[src/rtl/cache_pkg.sv]
// Shared types and constants for the cache miss/write-through sequencer.
package cache_pkg;

    localparam int ADDR_W_DEF     = 16;
    localparam int LINE_WORDS_DEF = 4;

    typedef enum logic [1:0] {
        IDLE  = 2'd0,
        FILL  = 2'd1,
        WRITE = 2'd2,
        DONE  = 2'd3
    } state_t;

    // Word-index width for a line of the given size.
    function automatic int off_bits(input int words);
        return $clog2(words);
    endfunction

endpackage

[src/rtl/cache_ctrl_if.sv]
// Cache stage request, memory handshake and fill-port bundle for cache_ctrl.
interface cache_ctrl_if #(parameter int ADDR_W = 16) ();

    logic              req_valid;
    logic              req_we;
    logic [ADDR_W-1:0] req_addr;
    logic [15:0]       req_wdata;
    logic              hit;
    logic              stall;
    logic              mem_req;
    logic              mem_we;
    logic [ADDR_W-1:0] mem_addr;
    logic [15:0]       mem_wdata;
    logic              mem_ack;
    logic [15:0]       mem_rdata;
    logic              fill_we;
    logic [ADDR_W-1:0] fill_addr;
    logic [15:0]       fill_data;
    logic              tag_we;

    modport master (
        input  req_valid, req_we, req_addr, req_wdata, hit, mem_ack, mem_rdata,
        output stall, mem_req, mem_we, mem_addr, mem_wdata,
        output fill_we, fill_addr, fill_data, tag_we
    );

    modport slave (
        output req_valid, req_we, req_addr, req_wdata, hit, mem_ack, mem_rdata,
        input  stall, mem_req, mem_we, mem_addr, mem_wdata,
        input  fill_we, fill_addr, fill_data, tag_we
    );

endinterface

[src/rtl/cache_ctrl_fill_counter.sv]
// Word index within a line fill: clear on miss, increment per ack, wraps at line end.
module fill_counter
    import cache_pkg::*;
#(
    parameter  int LINE_WORDS = LINE_WORDS_DEF,
    localparam int OFF        = off_bits(LINE_WORDS)
) (
    input  logic           clk,
    input  logic           reset,
    input  logic           i_clr,
    input  logic           i_inc,
    output logic [OFF-1:0] o_idx,
    output logic           o_last
);

    logic [OFF-1:0] r_idx;

    always_ff @(posedge clk or negedge reset) begin
        if (!reset) begin
            r_idx <= '0;
        end else if (i_clr) begin
            r_idx <= '0;
        end else if (i_inc) begin
            r_idx <= r_idx + 1'b1;
        end
    end

    assign o_idx  = r_idx;
    assign o_last = (r_idx == OFF'(LINE_WORDS - 1));

endmodule

[src/rtl/cache_ctrl.sv]
// Load-miss line fill and store write-through sequencer; stall is combinational so the miss cycle freezes.
// Memory side holds req/addr/data until mem_ack; one unstalled DONE cycle lets the held access advance.
module cache_ctrl
    import cache_pkg::*;
#(
    parameter int ADDR_W     = ADDR_W_DEF,
    parameter int LINE_WORDS = LINE_WORDS_DEF
) (
    input  logic          clk,
    input  logic          reset,
    cache_ctrl_if.master  bus
);

    localparam int OFF = off_bits(LINE_WORDS);

    state_t            r_state;
    state_t            w_next;
    logic [ADDR_W-1:0] r_addr;
    logic [15:0]       r_wdata;
    logic              w_start_fill;
    logic              w_start_write;
    logic              w_fill_ack;
    logic              w_last;
    logic [OFF-1:0]    w_idx;
    logic [ADDR_W-1:0] w_word_addr;

    assign w_start_fill  = (r_state == IDLE) && bus.req_valid && !bus.req_we && !bus.hit;
    assign w_start_write = (r_state == IDLE) && bus.req_valid && bus.req_we;
    assign w_fill_ack    = (r_state == FILL) && bus.mem_ack;
    assign w_word_addr   = r_addr | ADDR_W'(w_idx);

    fill_counter #(.LINE_WORDS(LINE_WORDS)) u_fill_counter (
        .clk    (clk),
        .reset  (reset),
        .i_clr  (w_start_fill),
        .i_inc  (w_fill_ack),
        .o_idx  (w_idx),
        .o_last (w_last)
    );

    always_ff @(posedge clk or negedge reset) begin
        if (!reset) begin
            r_state <= IDLE;
        end else begin
            r_state <= w_next;
        end
    end

    always_comb begin
        w_next = r_state;
        case (r_state)
            IDLE:    if (w_start_write)     w_next = WRITE;
                     else if (w_start_fill) w_next = FILL;
            FILL:    if (w_fill_ack && w_last) w_next = DONE;
            WRITE:   if (bus.mem_ack)          w_next = DONE;
            DONE:    w_next = IDLE;
            default: w_next = IDLE;
        endcase
    end

    // r_addr holds the line base for a fill or the full word address for a store.
    always_ff @(posedge clk or negedge reset) begin
        if (!reset) begin
            r_addr  <= '0;
            r_wdata <= '0;
        end else if (w_start_fill) begin
            r_addr  <= {bus.req_addr[ADDR_W-1:OFF], {OFF{1'b0}}};
        end else if (w_start_write) begin
            r_addr  <= bus.req_addr;
            r_wdata <= bus.req_wdata;
        end
    end

    assign bus.mem_req   = (r_state == FILL) || (r_state == WRITE);
    assign bus.mem_we    = (r_state == WRITE);
    assign bus.mem_addr  = (r_state == FILL) ? w_word_addr : r_addr;
    assign bus.mem_wdata = r_wdata;

    // Gated by reset so a pending miss on the request inputs cannot leak a stall during reset.
    assign bus.stall = reset && (((r_state == IDLE) && bus.req_valid && (bus.req_we || !bus.hit))
                                 || (r_state == FILL) || (r_state == WRITE));

    assign bus.fill_we   = w_fill_ack;
    assign bus.fill_addr = w_word_addr;
    assign bus.fill_data = (r_state == FILL) ? bus.mem_rdata : '0;
    assign bus.tag_we    = w_fill_ack && w_last;

endmodule

[src/flat_wrapper.sv]
// flat-port wrapper written by rule: the top's interface ports become plain ports
module cache_ctrl_flat import cache_pkg::*;
#(
    parameter int ADDR_W     = ADDR_W_DEF,
    parameter int LINE_WORDS = LINE_WORDS_DEF
)
  (clk, reset, bus_req_valid, bus_req_we, bus_req_addr, bus_req_wdata, bus_hit, bus_mem_ack, bus_mem_rdata, bus_stall, bus_mem_req, bus_mem_we, bus_mem_addr, bus_mem_wdata, bus_fill_we, bus_fill_addr, bus_fill_data, bus_tag_we);
  cache_ctrl_if #(.ADDR_W(ADDR_W)) bus_i ();
  input  logic clk;
  input  logic reset;
  input wire logic [$bits(bus_i.req_valid)-1:0] bus_req_valid;
  input wire logic [$bits(bus_i.req_we)-1:0] bus_req_we;
  input wire logic [$bits(bus_i.req_addr)-1:0] bus_req_addr;
  input wire logic [$bits(bus_i.req_wdata)-1:0] bus_req_wdata;
  input wire logic [$bits(bus_i.hit)-1:0] bus_hit;
  input wire logic [$bits(bus_i.mem_ack)-1:0] bus_mem_ack;
  input wire logic [$bits(bus_i.mem_rdata)-1:0] bus_mem_rdata;
  output wire logic [$bits(bus_i.stall)-1:0] bus_stall;
  output wire logic [$bits(bus_i.mem_req)-1:0] bus_mem_req;
  output wire logic [$bits(bus_i.mem_we)-1:0] bus_mem_we;
  output wire logic [$bits(bus_i.mem_addr)-1:0] bus_mem_addr;
  output wire logic [$bits(bus_i.mem_wdata)-1:0] bus_mem_wdata;
  output wire logic [$bits(bus_i.fill_we)-1:0] bus_fill_we;
  output wire logic [$bits(bus_i.fill_addr)-1:0] bus_fill_addr;
  output wire logic [$bits(bus_i.fill_data)-1:0] bus_fill_data;
  output wire logic [$bits(bus_i.tag_we)-1:0] bus_tag_we;
  assign bus_i.req_valid = bus_req_valid;
  assign bus_i.req_we = bus_req_we;
  assign bus_i.req_addr = bus_req_addr;
  assign bus_i.req_wdata = bus_req_wdata;
  assign bus_i.hit = bus_hit;
  assign bus_i.mem_ack = bus_mem_ack;
  assign bus_i.mem_rdata = bus_mem_rdata;
  assign bus_stall = bus_i.stall;
  assign bus_mem_req = bus_i.mem_req;
  assign bus_mem_we = bus_i.mem_we;
  assign bus_mem_addr = bus_i.mem_addr;
  assign bus_mem_wdata = bus_i.mem_wdata;
  assign bus_fill_we = bus_i.fill_we;
  assign bus_fill_addr = bus_i.fill_addr;
  assign bus_fill_data = bus_i.fill_data;
  assign bus_tag_we = bus_i.tag_we;
  cache_ctrl #(.ADDR_W(ADDR_W), .LINE_WORDS(LINE_WORDS)) u_core (.clk(clk), .reset(reset), .bus(bus_i));
endmodule
[config.mk]
export PLATFORM = sky130hd
export DESIGN_NAME = cache_ctrl_flat
export DESIGN_NICKNAME = d
export VERILOG_FILES = /design/src/rtl/cache_pkg.sv /design/src/rtl/cache_ctrl_if.sv /design/src/rtl/cache_ctrl_fill_counter.sv /design/src/rtl/cache_ctrl.sv /design/src/flat_wrapper.sv
export SDC_FILE = /design/constraint.sdc
export NUM_CORES = 1
export LEC_CHECK = 0
export BUFFER_PORTS_ARGS = -buffer_cell sky130_fd_sc_hd__buf_2
export CAP_MARGIN = 20
export CELL_PAD_IN_SITES_DETAIL_PLACEMENT = 1
export CELL_PAD_IN_SITES_GLOBAL_PLACEMENT = 1
export CORE_ASPECT_RATIO = 0.5
export CORE_MARGIN = 3
export CORE_UTILIZATION = 25
export DETAILED_ROUTE_END_ITERATION = 6
export PLACE_DENSITY = 0.71
export SYNTH_ARGS = -nofsm -noshare
export SYNTH_HDL_FRONTEND = slang
export SYNTH_SLANG_ARGS = --single-unit
[constraint.sdc]
create_clock -name clk -period 1.88 [get_ports clk]
set_input_delay 0.094 -clock clk [delete_from_list [all_inputs] [get_ports clk]]
set_output_delay 0.094 -clock clk [all_outputs]
set_load 0.01 [all_outputs]
==> results.yml <==
status:
  status: "finished clean"
floorplan:
  dieArea_um2: 8540
  start_util: 0.267
  ios: 123
  die_h_um: 66.9
  coreArea_um2: 6940
  die_x_um: 128
  row_count: 21
cts:
  clkTransAtPathRegs_ps: 60
  cts_resized: 0
  clockBufferDepth: 2
  cts_root_buf: "clkbuf_16"
  cts_sinks: 36
  clock_latency_ps: 270
  cts_buffers: 5
  tritoncts: "built"
  cts_max_level: 2
critical_path:
  cp.required_ps: 2030
  cpLargestDelayFamily: "flip-flops"
  reg2reg_slack_ps: 170
  cp.depth: 5
  worst-path-buf-inv: 2
  reg2reg_to: "u_core.bus.mem_wdata[7]"
  reg2regPathDepth: 5
  cp-start-kind: "register"
  cp_max_fo: 14
  cpMaxStageDelayCell: "dfrtp_1"
  path_class: "reg -> reg"
  max_stage_delay_ps: 390
  worstPathCellList: "inv_1 -> ha_1 -> nand3_1 -> buf_12 -> mux2_2"
  worstReg2RegStart: "u_core.r_state[0]"
  crit_path_end_kind: "register"
  critPathArrivalTime_ps: 1860
sta:
  layout_min_cycle_time_ps: 1710
  fmax_ghz: 0.586
  skew_ps: 3.85
  setup_viol: 0
  hold_slack_ps: 50.2
  rsz0062_at_grt: "false"
  slew_headroom: 0.696
  finalHoldViolations: 0
  slew_violations: 0
  post-route-period-util: 0.907
  tns_ps: 0
  worst_slew_pin_slew_ps: 456
yosys:
  syn-num-nets: 215
  ys_seq_area_frac: 0.486
  syn-instance-count: 157
  synth_cell_type_count: 26
  yosysWarnings: 0
  ys_ff_latch: 36
  syn_area_um2: 1850
  postSynthAreaPerCell_um2: 11.8
finish:
  final_cell_mix: "buf_2, dfrtp_1, mux2_2, and2_1, nand2_1"
  final_common_cell: "buf_2"
  drive_gt1_frac: 0.654
  syn2layout_area_growth_pct: 37.4
  final_cells: 349
  fin_util: 0.367
  num-nets-final: 315
  diodes: 0
hold_path:
  holdPathEnd: "u_core.r_addr[14]"
  min_from: "bus_req_addr[14]"
  worstHoldPathType: "in -> reg"
  whs_path_depth: 2
grt:
  grt_max_degree: 37
  grt_pass1_vias: 1612
  grt_pass1_wl_mm: 7.85
  grtUsageTotal: 0.117
  grt_antenna_before_repair: 0
  gr-total-overflow: 0
power_and_ir_drop:
  power_density_nw_per_um2: 1730
  p_leak_nw: 1.39
  irDropWorstVdd_mv: 0.483
drt:
  antenna_left: 0
  drt_iter0_markers: 44
  drc_errors: 0
  first_pass_iters: 3
  wirelength_mm: 5.04
  avgViaCountPerCell: 4.13
  dr_total_vias: 1441
  wire_per_inst_um: 14.4
placement:
  placed_cells: 340
  io_buffers: 122
  gp_congestion: 0.709
  hpwl_mm: 4.12
flow_run:
  max_cap_viol_count: 0
-- power by group --
| group | total, mW | switching [mW] | internal (mW) | leakage (nW) |
|---|---|---|---|---|
| registers | 1.41 | 0.232 | 1.17 | 0.433 |
| logic | 2.16 | 1.09 | 1.07 | 0.877 |
| clock network | 0.837 | 0.282 | 0.555 | 0.0760 |
-- registers in the layout, indices dropped and copies added, names as in the netlist --
register and flops:
u_core.bus.mem_wdata 16, u_core.r_addr 16, u_core.r_state 2, u_core.u_fill_counter.o_idx 2
-- cell families (layout without fill, tap and decap cells) --
group,Yosys count,count (layout),share of synthesized area
DFF,36,36,0.486
AOI/OAI and AO/OA,7,7,0.0250
buffers and inverters,42,142,0.151
xor gates and xnor gates,1,1,0.00473
muxes,32,32,0.196
adders and majority gates,4,4,0.0270
and+or+nand+nor,35,35,0.110
-- stage by stage --
| step | worst slack [ps] | total power, mW | area (µm²) |
|---|---|---|---|
| 2_1_floorplan | 317 | 3.03 | 1850 |
| 4_1_cts | 153 | 4.50 | 2550 |
| 6_report | 175 | 4.40 | 2550 |
| 5_1_grt | 44.8 | 4.75 | 2550 |
| 3_3_place_gp | 189 | 3.50 | 2360 |
| 3_5_place_dp | 64.7 | 3.60 | 2360 |
-- final cells by class --
type,instances,area (µm²)
flip-flops and latches,36,901
repair buffers,127,676
fillers,801,4390
clock buffers,7,153
multi-input cells,79,672
inverters,8,30.0
well taps,92,115
-- worst reg2reg max path: cells and delay by family (launching register included) --
| kind | cells | cell delay, ps |
|---|---|---|
| buffers and inverters | 2 | 380 |
| muxes | 1 | 280 |
| DFF | 1 | 390 |
| and+or+nand+nor | 1 | 310 |
| adders and majority gates | 1 | 230 |
-- layer usage --
layer	vias up	GRT usage	share of wire
met5	-	0	0
met4	0	0.0370	0.015
met3	6	0.0304	0.048
met2	38	0.243	0.60
met1	714	0.113	0.33
li1	683	-	-
-- synth_stat cells --
library cell | number | area (µm²)
dfrtp_1 | 36 | 901
mux2_2 | 30 | 338
buf_4 | 28 | 210
and2_1 | 16 | 100
nand2_1 | 10 | 37.5
inv_1 | 8 | 30.0
ha_1 | 4 | 50.1
buf_2 | 2 | 10.0
buf_6 | 2 | 22.5
clkbuf_1 | 2 | 7.51
o21ai_0 | 2 | 10.0
o22ai_1 | 2 | 12.5
or2_2 | 2 | 12.5
a21oi_1 | 1 | 5.00
a221o_1 | 1 | 10.0
and3_1 | 1 | 6.26
mux2_4 | 1 | 15.0
mux2i_1 | 1 | 10.0
nand2b_4 | 1 | 13.8
nand3_1 | 1 | 5.00
nor2_1 | 1 | 3.75
nor2b_1 | 1 | 6.26
nor2b_4 | 1 | 13.8
nor3_1 | 1 | 5.00
o31a_1 | 1 | 8.76
xor2_1 | 1 | 8.76
-- worst max-delay path by stage --
stage / from / to
2_1_floorplan: u_core.r_state[0] / u_core.r_addr[10]
3_3_place_gp: u_core.r_state[0] / u_core.r_addr[3]
3_5_place_dp: u_core.r_state[0] / u_core.r_addr[2]
4_1_cts: u_core.r_state[0] / u_core.bus.mem_wdata[7]
5_1_grt: u_core.r_state[0] / u_core.bus.mem_wdata[7]
6_report: u_core.r_state[0] / u_core.bus.mem_wdata[7]
-- timing repair --
item,4_1_cts,5_1_grt
endpoints found under the hold margin,36,0
setup buffers,1,0
setup endpoints to repair,1,0
hold buffers,1,0
Power figures use the tool's default switching activity.
